<file path="config.mk">
export PLATFORM = sky130hd
export DESIGN_NAME = mlp_result_collector
export DESIGN_NICKNAME = d
export VERILOG_FILES = /design/src/rtl/mlp_result_collector.sv
export SDC_FILE = /design/constraint.sdc
export NUM_CORES = 1
export LEC_CHECK = 0
export CAP_MARGIN = 20
export CORE_MARGIN = 2
export CORE_UTILIZATION = 40
export CTS_BUF_LIST = sky130_fd_sc_hd__clkbuf_8 sky130_fd_sc_hd__clkbuf_16
export DETAILED_ROUTE_END_ITERATION = 8
export PLACE_DENSITY = 0.72
export SKIP_LAST_GASP = 1
export SLEW_MARGIN = 20
export SYNTH_ARGS = -nofsm -noshare
export SYNTH_HDL_FRONTEND = slang
export SYNTH_SLANG_ARGS = --single-unit
</file>
<file path="constraint.sdc">
create_clock -name s_axi_aclk -period 2.7 [get_ports s_axi_aclk]
set_input_delay 0.27 -clock s_axi_aclk [delete_from_list [all_inputs] [get_ports s_axi_aclk]]
set_output_delay 0.27 -clock s_axi_aclk [all_outputs]
set_load 0.005 [all_outputs]
</file>
<file path="src/rtl/mlp_result_collector.sv">
// rtl/mlp_result_collector.sv - collects MLP classification results, scores them against
// an expected-label ROM and packs them for an LCD, in single-pass or continuous runs.
module mlp_result_collector #(
  parameter int DIGIT_W     = 4,
  parameter int MAX_SAMPLES = 32,
  parameter int CNT_W       = 8
) (
  input  logic                           s_axi_aclk,
  input  logic                           s_axi_aresetn,
  input  logic                           start,
  input  logic                           abort,
  input  logic                           mode,
  input  logic [7:0]                     num_samples,
  input  logic                           result_valid,
  input  logic [DIGIT_W-1:0]             result_data,
  output logic                           result_ready,
  output logic [CNT_W-1:0]               exp_addr,
  input  logic [DIGIT_W-1:0]             exp_data,
  output logic [MAX_SAMPLES*DIGIT_W-1:0] lcd_output,
  output logic [CNT_W-1:0]               sample_count,
  output logic [CNT_W-1:0]               correct_count,
  output logic [CNT_W-1:0]               last_correct,
  output logic                           busy,
  output logic                           done
);

  typedef enum logic [1:0] {
    ST_IDLE    = 2'd0,
    ST_FETCH   = 2'd1,
    ST_COLLECT = 2'd2,
    ST_DONE    = 2'd3
  } state_t;

  localparam int               LCD_W   = MAX_SAMPLES * DIGIT_W;
  localparam logic [7:0]       MAX_N   = 8'(MAX_SAMPLES);
  localparam logic [CNT_W-1:0] CNT_MAX = '1;
  localparam logic [CNT_W-1:0] CNT_ONE = CNT_W'(1);

  state_t             state_q, state_d;
  logic [7:0]         idx_q, idx_d;
  logic [7:0]         n_q, n_d;
  logic               mode_q, mode_d;
  logic [LCD_W-1:0]   lcd_q, lcd_d;
  logic [CNT_W-1:0]   sample_q, sample_d;
  logic [CNT_W-1:0]   correct_q, correct_d;
  logic [CNT_W-1:0]   last_q, last_d;

  logic [7:0]         n_start;
  logic [CNT_W-1:0]   sample_inc;
  logic [CNT_W-1:0]   correct_upd;
  logic               last_slot;

  always_comb begin
    state_d     = state_q;
    idx_d       = idx_q;
    n_d         = n_q;
    mode_d      = mode_q;
    lcd_d       = lcd_q;
    sample_d    = sample_q;
    correct_d   = correct_q;
    last_d      = last_q;
    n_start     = (num_samples > MAX_N) ? MAX_N : num_samples;
    sample_inc  = (sample_q == CNT_MAX) ? sample_q : sample_q + CNT_ONE;
    correct_upd = correct_q;
    if (result_data == exp_data && correct_q != CNT_MAX) begin
      correct_upd = correct_q + CNT_ONE;
    end
    last_slot   = (idx_q == n_q - 8'd1);

    unique case (state_q)
      ST_IDLE, ST_DONE: begin
        if (start) begin
          n_d       = n_start;
          mode_d    = mode;
          idx_d     = 8'd0;
          lcd_d     = '0;
          sample_d  = '0;
          correct_d = '0;
          if (n_start == 8'd0) begin
            last_d  = '0;
            state_d = ST_DONE;
          end else begin
            state_d = ST_FETCH;
          end
        end
      end

      // One cycle here lets the ROM present exp_data for the current idx.
      ST_FETCH: begin
        state_d = abort ? ST_IDLE : ST_COLLECT;
      end

      ST_COLLECT: begin
        if (abort) begin
          state_d = ST_IDLE;
        end else if (result_valid) begin
          for (int i = 0; i < MAX_SAMPLES; i++) begin
            if (idx_q == 8'(i)) begin
              lcd_d[i*DIGIT_W +: DIGIT_W] = result_data;
            end
          end
          sample_d  = sample_inc;
          correct_d = correct_upd;
          if (last_slot) begin
            last_d = correct_upd;
            if (mode_q) begin
              // Continuous mode keeps the LCD image and overwrites slots in place.
              idx_d     = 8'd0;
              sample_d  = '0;
              correct_d = '0;
              state_d   = ST_FETCH;
            end else begin
              state_d   = ST_DONE;
            end
          end else begin
            idx_d   = idx_q + 8'd1;
            state_d = ST_FETCH;
          end
        end
      end

      default: state_d = ST_IDLE;
    endcase
  end

  always_ff @(posedge s_axi_aclk or negedge s_axi_aresetn) begin
    if (!s_axi_aresetn) begin
      state_q   <= ST_IDLE;
      idx_q     <= 8'd0;
      n_q       <= 8'd0;
      mode_q    <= 1'b0;
      lcd_q     <= '0;
      sample_q  <= '0;
      correct_q <= '0;
      last_q    <= '0;
    end else begin
      state_q   <= state_d;
      idx_q     <= idx_d;
      n_q       <= n_d;
      mode_q    <= mode_d;
      lcd_q     <= lcd_d;
      sample_q  <= sample_d;
      correct_q <= correct_d;
      last_q    <= last_d;
    end
  end

  assign result_ready  = (state_q == ST_COLLECT);
  assign busy          = (state_q == ST_FETCH) || (state_q == ST_COLLECT);
  assign done          = (state_q == ST_DONE);
  assign exp_addr      = CNT_W'(idx_q);
  assign lcd_output    = lcd_q;
  assign sample_count  = sample_q;
  assign correct_count = correct_q;
  assign last_correct  = last_q;

endmodule

</file>
==> impl_metrics.csv, run 1 <==
group,metric,value,unit
outcome,status,"completed",
clock_network,htree_levels,4,
pwr,internal_power,0.00832,W
global_route,use_met3,7.33,%
yosys,synth_cells,650,
global_route,grt_use_met1,27.5,%
yosys,synth-edff-count,0,
worst_setup_path,path_class,"register to register",
global_route,grt_busiest_layer,"met2",
timing,drv_slew,0,
yosys,ys_warn_count,0,
detailed_routing,num_vias,5788,
yosys,synth_nets,683,
detailed_routing,final_antenna_net_count,0,
cells_and_area,layout.nets,885,
detailed_routing,drt_iter0_drc,345,
pwr,ir_worst_vdd,0.681,mV
flow_run,drv_cap,0,
timing,worstMarginPinSlew,0.686,ns
pwr,design_power_total,0.0128,W
die,die-area,20600,µm²
worst_setup_path,critPathRequiredTime,3.01,ns
timing,fmax,406,MHz
placed_design,dp_slack,0.211,ns
min_path,hp-class,"input port to asynchronous set/reset pin",
die,core,19300,µm²
global_route,antenna_found_initial,0,
cells_and_area,syn_to_final_growth,37.0,%
yosys,synthFlopType,"dfrtp_1",
worst_setup_path,critPathLaunchType,"register",
worst_setup_path,end_kind,"register",
pwr,power.switching,0.00445,W
placed_design,routabilityCongestion,0.819,
pwr,seqPwrFrac,31.7,%
clock_network,cts_root_buffer,"clkbuf_16",
yosys,synth_area,7790,µm²
timing,finClkSkew,0.0118,ns
cells_and_area,mostFrequentLayoutCells,"clkdlybuf4s50_1 (183), dfrtp_1 (171), mux2_2 (132), nand2_1 (52), a21oi_1 (39)",
pwr,swShare,34.9,%
cells_and_area,drive_above_1_share,23.8,%
detailed_routing,wirelength,20500,µm
global_route,grt-ovfl-total,0,
clock_network,cts_buffers,17,
global_route,use_met2,31.8,%
clock_network,clockBufferDepth,2,
timing,min_period,2.46,ns
timing,rsz0062_at_grt,"no",
clock_network,worst_skew_pair.late_latency,0.43,ns
detailed_routing,via_per_inst,5.13,
global_route,grt_pass1_vias,5850,
global_route,grt_usage,20.6,%
global_route,grt_max_degree,99,
pwr,pwr-share-clk,18.6,%
timing,maxSlewHeadroom,54.1,%
cells_and_area,diodes,0,
timing,hold_violations,0,
cells_and_area,layout_commonest_cell,"clkdlybuf4s50_1",
detailed_routing,routedWlPerCell,18.1,µm
clock_network,ctsHoldBuffers,1,
clock_network,path_clk_slew,0.06,ns
yosys,synth_cell_type_count,49,
placed_design,hpwlAfterDp,14000,µm
yosys,ys_seq_area_share,54.9,%
pwr,power_density,1200,nW/µm²
worst_setup_path,arrival,2.77,ns
timing,tns,0,ns
timing,fin_crit_sh,91.2,%
detailed_routing,first_pass_iters,5,
die,die_h,144,µm
clock_network,cts_resized,0,
worst_setup_path,cp_max_fo,32,
pwr,comb_power_share,49.7,%
die,rows,51,
pwr,leakage,4.81,nW
die,ios,185,
clock_network,cts.sinks,171,
placed_design,portBuffers,184,
timing,worst_slack,0.238,ns
cells_and_area,utilization,55.4,%
yosys,synth_area_per_cell,12.0,µm²
timing,setup_viol,0,
clock_network,cts_tree,"built",
global_route,grt_pass1_wl,32800,µm
clock_network,post_cts_buffers,0,
die,start_util,40.4,%
yosys,synth_seq_cells,171,
detailed_routing,drc_errors,0,
yosys,async_flop_share,100,%
die,die_w,144,µm
synth_stat cells, types with 2 or more instances:
library cell | number | area [µm²]
nor3_1 | 11 | 55.1
or4_1 | 2 | 15.0
ha_1 | 11 | 138
and2_1 | 14 | 87.6
nand4_1 | 6 | 37.5
dfrtp_1 | 171 | 4280
or3_1 | 2 | 12.5
nand2b_1 | 6 | 37.5
o21ai_0 | 14 | 70.1
nor2b_1 | 4 | 25.0
nand3_1 | 18 | 90.1
clkbuf_1 | 27 | 101
mux2_2 | 132 | 1490
a21oi_1 | 39 | 195
buf_2 | 8 | 40.0
nor2_1 | 21 | 78.8
o31ai_1 | 2 | 15.0
inv_1 | 13 | 48.8
and3_1 | 5 | 31.3
o211ai_1 | 3 | 22.5
a22o_1 | 8 | 70.1
nor4_1 | 9 | 56.3
a41oi_1 | 3 | 26.3
mux2i_1 | 6 | 60.1
a31oi_1 | 2 | 12.5
a21o_1 | 10 | 75.1
buf_1 | 3 | 11.3
xnor2_1 | 15 | 131
a22oi_1 | 3 | 22.5
nand2_1 | 52 | 195
xor2_1 | 10 | 87.6
nand3b_1 | 3 | 22.5
power groups by stage:
stage	clock network [W]	logic, W	registers [W]
after detailed placement	0	0.00640	0.00409
after global routing	0.00255	0.00688	0.00417
after global placement	0	0.00631	0.00408
final	0.00237	0.00635	0.00405
after floorplan	0	0.00326	0.00405
after CTS	0.00242	0.00643	0.00406
per-stage QoR:
step | hold slack (ns) | cell area, µm² | instances
6_report | 0.303 | 10700 | 1129
5_1_grt | 0.319 | 10700 | 1129
3_3_place_gp | 0.178 | 10100 | 1097
2_1_floorplan | -0.0256 | 7790 | 650
3_5_place_dp | 0.178 | 10100 | 1097
4_1_cts | 0.299 | 10700 | 1129
cells by family after synthesis:
group           Yosys count  share of synthesized area [%]
flops                   171                           54.9
simple gates            159                           10.3
mux                     138                           19.9
compound gates           94                           7.65
buf+inv                  52                           2.63
xor+xnor                 25                           2.81
fa+ha+maj                11                           1.77
worst max-delay path: stages, from the launching register on:
cell	delay [ns]
dfrtp_1	0.42
inv_1	0.08
ha_2	0.30
inv_1	0.12
a2bb2oi_1	0.30
o21ai_2	0.09
buf_4	0.25
a21oi_1	0.41
mux2_2	0.38
sequential cells by signal, indices dropped and copies added, names as in the netlist:
register,cells
correct_count,8
exp_addr,8
last_correct,8
lcd_output,128
mode_q,1
n_q,8
sample_count,8
state_q,2
final cells by class:
| type | count | area (µm²) |
|---|---|---|
| Tap cell | 265 | 332 |
| Inverter | 14 | 52.6 |
| Clock buffer | 17 | 425 |
| Fill cell | 1665 | 8600 |
| Sequential cell | 171 | 4280 |
| Multi-Input combinational cell | 427 | 3310 |
| Timing Repair Buffer | 221 | 2140 |
| Clock inverter | 14 | 136 |
final timing paths:
path,endpoint,slack (ns),depth (start not counted),start
min reg2reg,last_correct[4],0.49,1,last_correct[4]
min,correct_count[3],0.30,2,s_axi_aresetn
max,lcd_output[95],0.24,8,state_q[0]
min in group s_axi_aclk,mode_q,0.48,2,mode
max in group asynchronous,lcd_output[114],1.54,3,s_axi_aresetn
max reg2reg,lcd_output[95],0.24,8,state_q[0]
per-layer routing:
layer  share of wire [%]  vias up
met2                  47      164
met3                 7.6       23
met4                 1.3        0
met1                  44     2888
li1                    -     2713
met5                   0        -
(Power assumes the default switching activity.)
==> run 2, diff against run 1 <==
CTS_BUF_LIST = unset   (was sky130_fd_sc_hd__clkbuf_8 sky130_fd_sc_hd__clkbuf_16)
==> impl_metrics.csv, run 2 (synthesis gave the netlist of run 1 again) <==
group,metric,value,unit
cells_and_area,syn_to_final_growth,37.0,%
worst_setup_path,critPathLaunch,"state_q[0]",
clock_network,worst_skew_pair.late_latency,0.43,ns
worst_setup_path,arrival,2.78,ns
placed_design,routabilityCongestion,0.819,
clock_network,cts_resized,0,
worst_setup_path,critPathLaunchType,"register",
clock_network,ctsHoldBuffers,1,
worst_setup_path,critPathBufInv,3,
worst_setup_path,path_class,"register to register",
clock_network,cts.sinks,171,
detailed_routing,first_pass_iters,4,
global_route,grt_max_degree,99,
detailed_routing,via_per_inst,5.10,
detailed_routing,num_vias,5758,
detailed_routing,drc_errors,0,
timing,fmax,405,MHz
worst_setup_path,critPathRequiredTime,3.01,ns
clock_network,path_clk_slew,0.06,ns
timing,min_period,2.47,ns
timing,finClkSkew,0.0112,ns
cells_and_area,multi_input_area,3310,µm²
timing,worstMarginPinSlew,0.685,ns
worst_setup_path,crit_path_max_incr_delay,0.42,ns
timing,setup_viol,0,
timing,maxSlewHeadroom,54.2,%
global_route,antenna_found_initial,0,
cells_and_area,layout_commonest_cell,"clkdlybuf4s50_1",
global_route,use_met3,7.33,%
flow_run,drv_cap,0,
pwr,ir_worst_vdd,0.678,mV
detailed_routing,wirelength,20500,µm
timing,drv_slew,0,
global_route,grt_busiest_layer,"met2",
min_path,hp-class,"input port to asynchronous set/reset pin",
clock_network,cts_tree,"built",
worst_setup_path,path_delay_family,"compound AO/OA/AOI/OAI gates",
timing,tns,0,ns
pwr,power_density,1200,nW/µm²
timing,worst_slack,0.229,ns
worst_setup_path,crit_chain,"inv_1, ha_2, inv_1, a2bb2oi_1, o21ai_2, buf_4, a21oi_1, mux2_2",
global_route,grt_pass1_wl,32800,µm
clock_network,cts_buffers,17,
global_route,grt_usage,20.6,%
detailed_routing,final_antenna_net_count,0,
worst_setup_path,end_kind,"register",
placed_design,hpwlAfterDp,14000,µm
pwr,leakage,4.81,nW
global_route,grt_pass1_vias,5850,
clock_network,htree_levels,4,
die,die_w,144,µm
die,die-area,20600,µm²
clock_network,post_cts_buffers,0,
placed_design,dp_slack,0.211,ns
cells_and_area,diodes,0,
placed_design,portBuffers,184,
cells_and_area,ff_latch_area,4280,µm²
cells_and_area,nFillCells,1665,
worst_setup_path,cpMostUsedCell,"inv_1",
worst_setup_path,slowest_stage,"dfrtp_1",
die,ios,185,
global_route,grt-ovfl-total,0,
cells_and_area,drive_above_1_share,23.8,%
die,start_util,40.4,%
clock_network,cts_root_buffer,"clkbuf_16",
global_route,use_met2,31.8,%
cells_and_area,mostFrequentLayoutCells,"clkdlybuf4s50_1 (183), dfrtp_1 (171), mux2_2 (132), nand2_1 (52), a21oi_1 (39)",
timing,hold_violations,0,
global_route,grt_use_met1,27.5,%
detailed_routing,drt_iter0_drc,347,
cells_and_area,largest_reg_flops,128,
worst_setup_path,rr_startpoint,"state_q[0]",
cells_and_area,layout.nets,885,
worst_setup_path,cp_max_fo,32,
detailed_routing,routedWlPerCell,18.1,µm
die,die_h,144,µm
timing,fin_crit_sh,91.5,%
die,core,19300,µm²
timing,rsz0062_at_grt,"no",
die,rows,51,
clock_network,clockBufferDepth,2,
outcome,status,"completed",
[run 2: cell types whose count changed in the layout (fill, tap and decap cells not counted)]
cell      change
clkbuf_1      +1
inv_1         -1
[run 2: path summary, 6_finish.rpt]
check / endpoint / slack (ns) / cells past startpoint
max in group asynchronous: lcd_output[114] / 1.55 / 3
min in group s_axi_aclk: mode_q / 0.48 / 2
setup reg to reg: lcd_output[95] / 0.23 / 8
hold reg to reg: last_correct[4] / 0.49 / 1
setup / recovery: lcd_output[95] / 0.23 / 8
hold / removal: correct_count[3] / 0.30 / 2
[run 2: per-layer routing]
metal,vias to the layer above,routed length (µm)
met5,-,0
met4,0,231
met3,19,1570
met2,165,9610
met1,2859,9070
li1,2715,-
[run 2: stage by stage]
| step | cells | total power (W) | utilization, % | hold WS (ns) | instance area [µm²] |
|---|---|---|---|---|---|
| global route | 1129 | 0.0136 | 55.4 | 0.319 | 10700 |
| global placement | 1097 | 0.0104 | 52.4 | 0.178 | 10100 |
| CTS | 1129 | 0.0129 | 55.4 | 0.299 | 10700 |
| finish | 1129 | 0.0128 | 55.4 | 0.301 | 10700 |
| floorplan | 650 | 0.00731 | - | -0.0256 | 7790 |
| detailed placement | 1097 | 0.0105 | 52.4 | 0.178 | 10100 |
[run 2: power breakdown]
part	switching [W]	internal, W
clock network	0.00108	0.00129
registers	0.000579	0.00347
logic	0.00279	0.00356
[run 2: area by class of cell]
type / count / share of cell area (%)
Clock buffer: 18 / 4.02
Clock inverter: 13 / 1.24
Inverter: 14 / 0.492
Multi-Input combinational cell: 427 / 31.0
Sequential cell: 171 / 40.1
Tap cell: 265 / 3.11
Timing Repair Buffer: 221 / 20.0
==> run 3, diff against run 2 <==
CORE_UTILIZATION = 50   (was 40)
PLACE_DENSITY = 0.86   (was 0.72)
==> impl_metrics.csv, run 3 (synthesis gave the netlist of run 1 again) <==
group,metric,value,unit
outcome,status,"completed",
global_route,use_met2,42.3,%
die,die-area,16600,µm²
cells_and_area,nFillCells,1092,
global_route,antenna_found_initial,0,
timing,min_period,2.48,ns
worst_setup_path,critPathLaunchType,"register",
timing,fin_crit_sh,91.7,%
global_route,grt-ovfl-total,0,
cells_and_area,layout_commonest_cell,"clkdlybuf4s50_1",
detailed_routing,first_pass_iters,5,
worst_setup_path,critPathRequiredTime,3.02,ns
global_route,use_met3,8.44,%
detailed_routing,final_antenna_net_count,0,
timing,worstMarginPinSlew,0.822,ns
global_route,grt_busiest_layer,"met2",
die,rows,45,
worst_setup_path,path_class,"register to register",
cells_and_area,drive_above_1_share,24.0,%
placed_design,dp_slack,0.0722,ns
worst_setup_path,cp_max_fo,25,
clock_network,htree_levels,4,
cells_and_area,diodes,0,
global_route,grt_pass1_wl,33400,µm
timing,worst_slack,0.225,ns
timing,maxSlewHeadroom,45.0,%
detailed_routing,drc_errors,0,
detailed_routing,drt_iter0_drc,367,
timing,drv_slew,0,
timing,hold_violations,0,
pwr,ir_worst_vdd,0.834,mV
timing,fmax,404,MHz
clock_network,cts_buffers,17,
worst_setup_path,arrival,2.80,ns
worst_setup_path,crit_chain,"inv_1, ha_2, buf_4, clkinv_1, nor2_1, and4_1, o21bai_1, a221oi_1",
global_route,grt_max_degree,91,
global_route,grt_use_met1,34.1,%
cells_and_area,syn_to_final_growth,36.2,%
clock_network,clockBufferDepth,2,
detailed_routing,wirelength,20900,µm
cells_and_area,mostFrequentLayoutCells,"clkdlybuf4s50_1 (183), dfrtp_1 (171), mux2_2 (132), nand2_1 (52), a21oi_1 (38)",
pwr,design_power_total,0.0130,W
placed_design,routabilityCongestion,0.850,
clock_network,post_cts_buffers,0,
global_route,grt_pass1_vias,6091,
clock_network,cts_root_buffer,"clkbuf_16",
cells_and_area,largest_reg_flops,128,
cells_and_area,ff_latch_area,4280,µm²
worst_setup_path,crit_path_max_incr_delay,0.43,ns
die,die_w,129,µm
detailed_routing,via_per_inst,5.64,
timing,setup_viol,0,
placed_design,portBuffers,184,
worst_setup_path,end_kind,"register",
clock_network,cts.sinks,171,
cells_and_area,layout.nets,881,
die,ios,185,
pwr,leakage,4.82,nW
flow_run,drv_cap,0,
clock_network,cts_tree,"built",
detailed_routing,num_vias,5909,
detailed_routing,routedWlPerCell,20.0,µm
die,start_util,51.2,%
die,core,15200,µm²
clock_network,worst_skew_pair.late_latency,0.43,ns
placed_design,hpwlAfterDp,14000,µm
timing,finClkSkew,0.00763,ns
die,die_h,129,µm
clock_network,path_clk_slew,0.07,ns
min_path,hp-class,"input port to asynchronous set/reset pin",
cells_and_area,multi_input_area,3340,µm²
worst_setup_path,slowest_stage,"dfrtp_1",
pwr,power_density,1230,nW/µm²
global_route,grt_usage,26.0,%
## run 3: critical path: cells and delay by family (launching register included)
kind,cells,cell delay (ns)
buffers and inverters,3,0.74
DFF,1,0.43
AOI/OAI and AO/OA,2,0.36
adders and majority gates,1,0.28
and+or+nand+nor,2,0.56
## run 3: final cells by class
class,instances,area share [%]
Inverter,14,0.495
Sequential cell,171,40.3
Clock inverter,12,1.54
Tap cell,188,2.22
Timing Repair Buffer,217,19.8
Multi-Input combinational cell,427,31.4
Clock buffer,18,4.14
## run 3: final timing paths
kind,start,to,slack [ns],cells past startpoint
worst min-delay path,s_axi_aresetn,correct_count[7],0.31,2
worst max register to register,state_q[0],state_q[1],0.22,8
worst min register to register,last_correct[1],last_correct[1],0.48,1
min in group s_axi_aclk,mode,mode_q,0.46,2
worst max-delay path,state_q[0],state_q[1],0.22,8
max in group asynchronous,s_axi_aresetn,lcd_output[20],1.58,3
## run 3: power by group
part	internal, W	switching, W
clock network	0.00149	0.00106
logic	0.00353	0.00287
registers	0.00347	0.000604
## run 3: per-stage QoR
stage	utilization, %	setup TNS, ns	hold slack, ns	cells	area (µm²)
final	69.8	0	0.314	1047	10600
after global routing	69.8	-0.00135	0.344	1047	10600
after CTS	69.7	0	0.320	1047	10600
after detailed placement	65.7	0	0.198	1016	9980
after global placement	65.6	0	0.190	1016	9970
after floorplan	-	0	-0.0256	650	7790
## run 3: metal layers
layer  routed length [µm]  up-vias
met4                  287        0
met5                    0        -
li1                     -     2689
met1                 9090     3000
met3                 1490       23
met2                10100      197
## run 3: timing repair
action / in CTS / in global routing
endpoints found under the setup margin: 0 / 103
hold endpoints to repair: 35 / 0
hold buffers: 1 / 0
resized for setup: 0 / 4
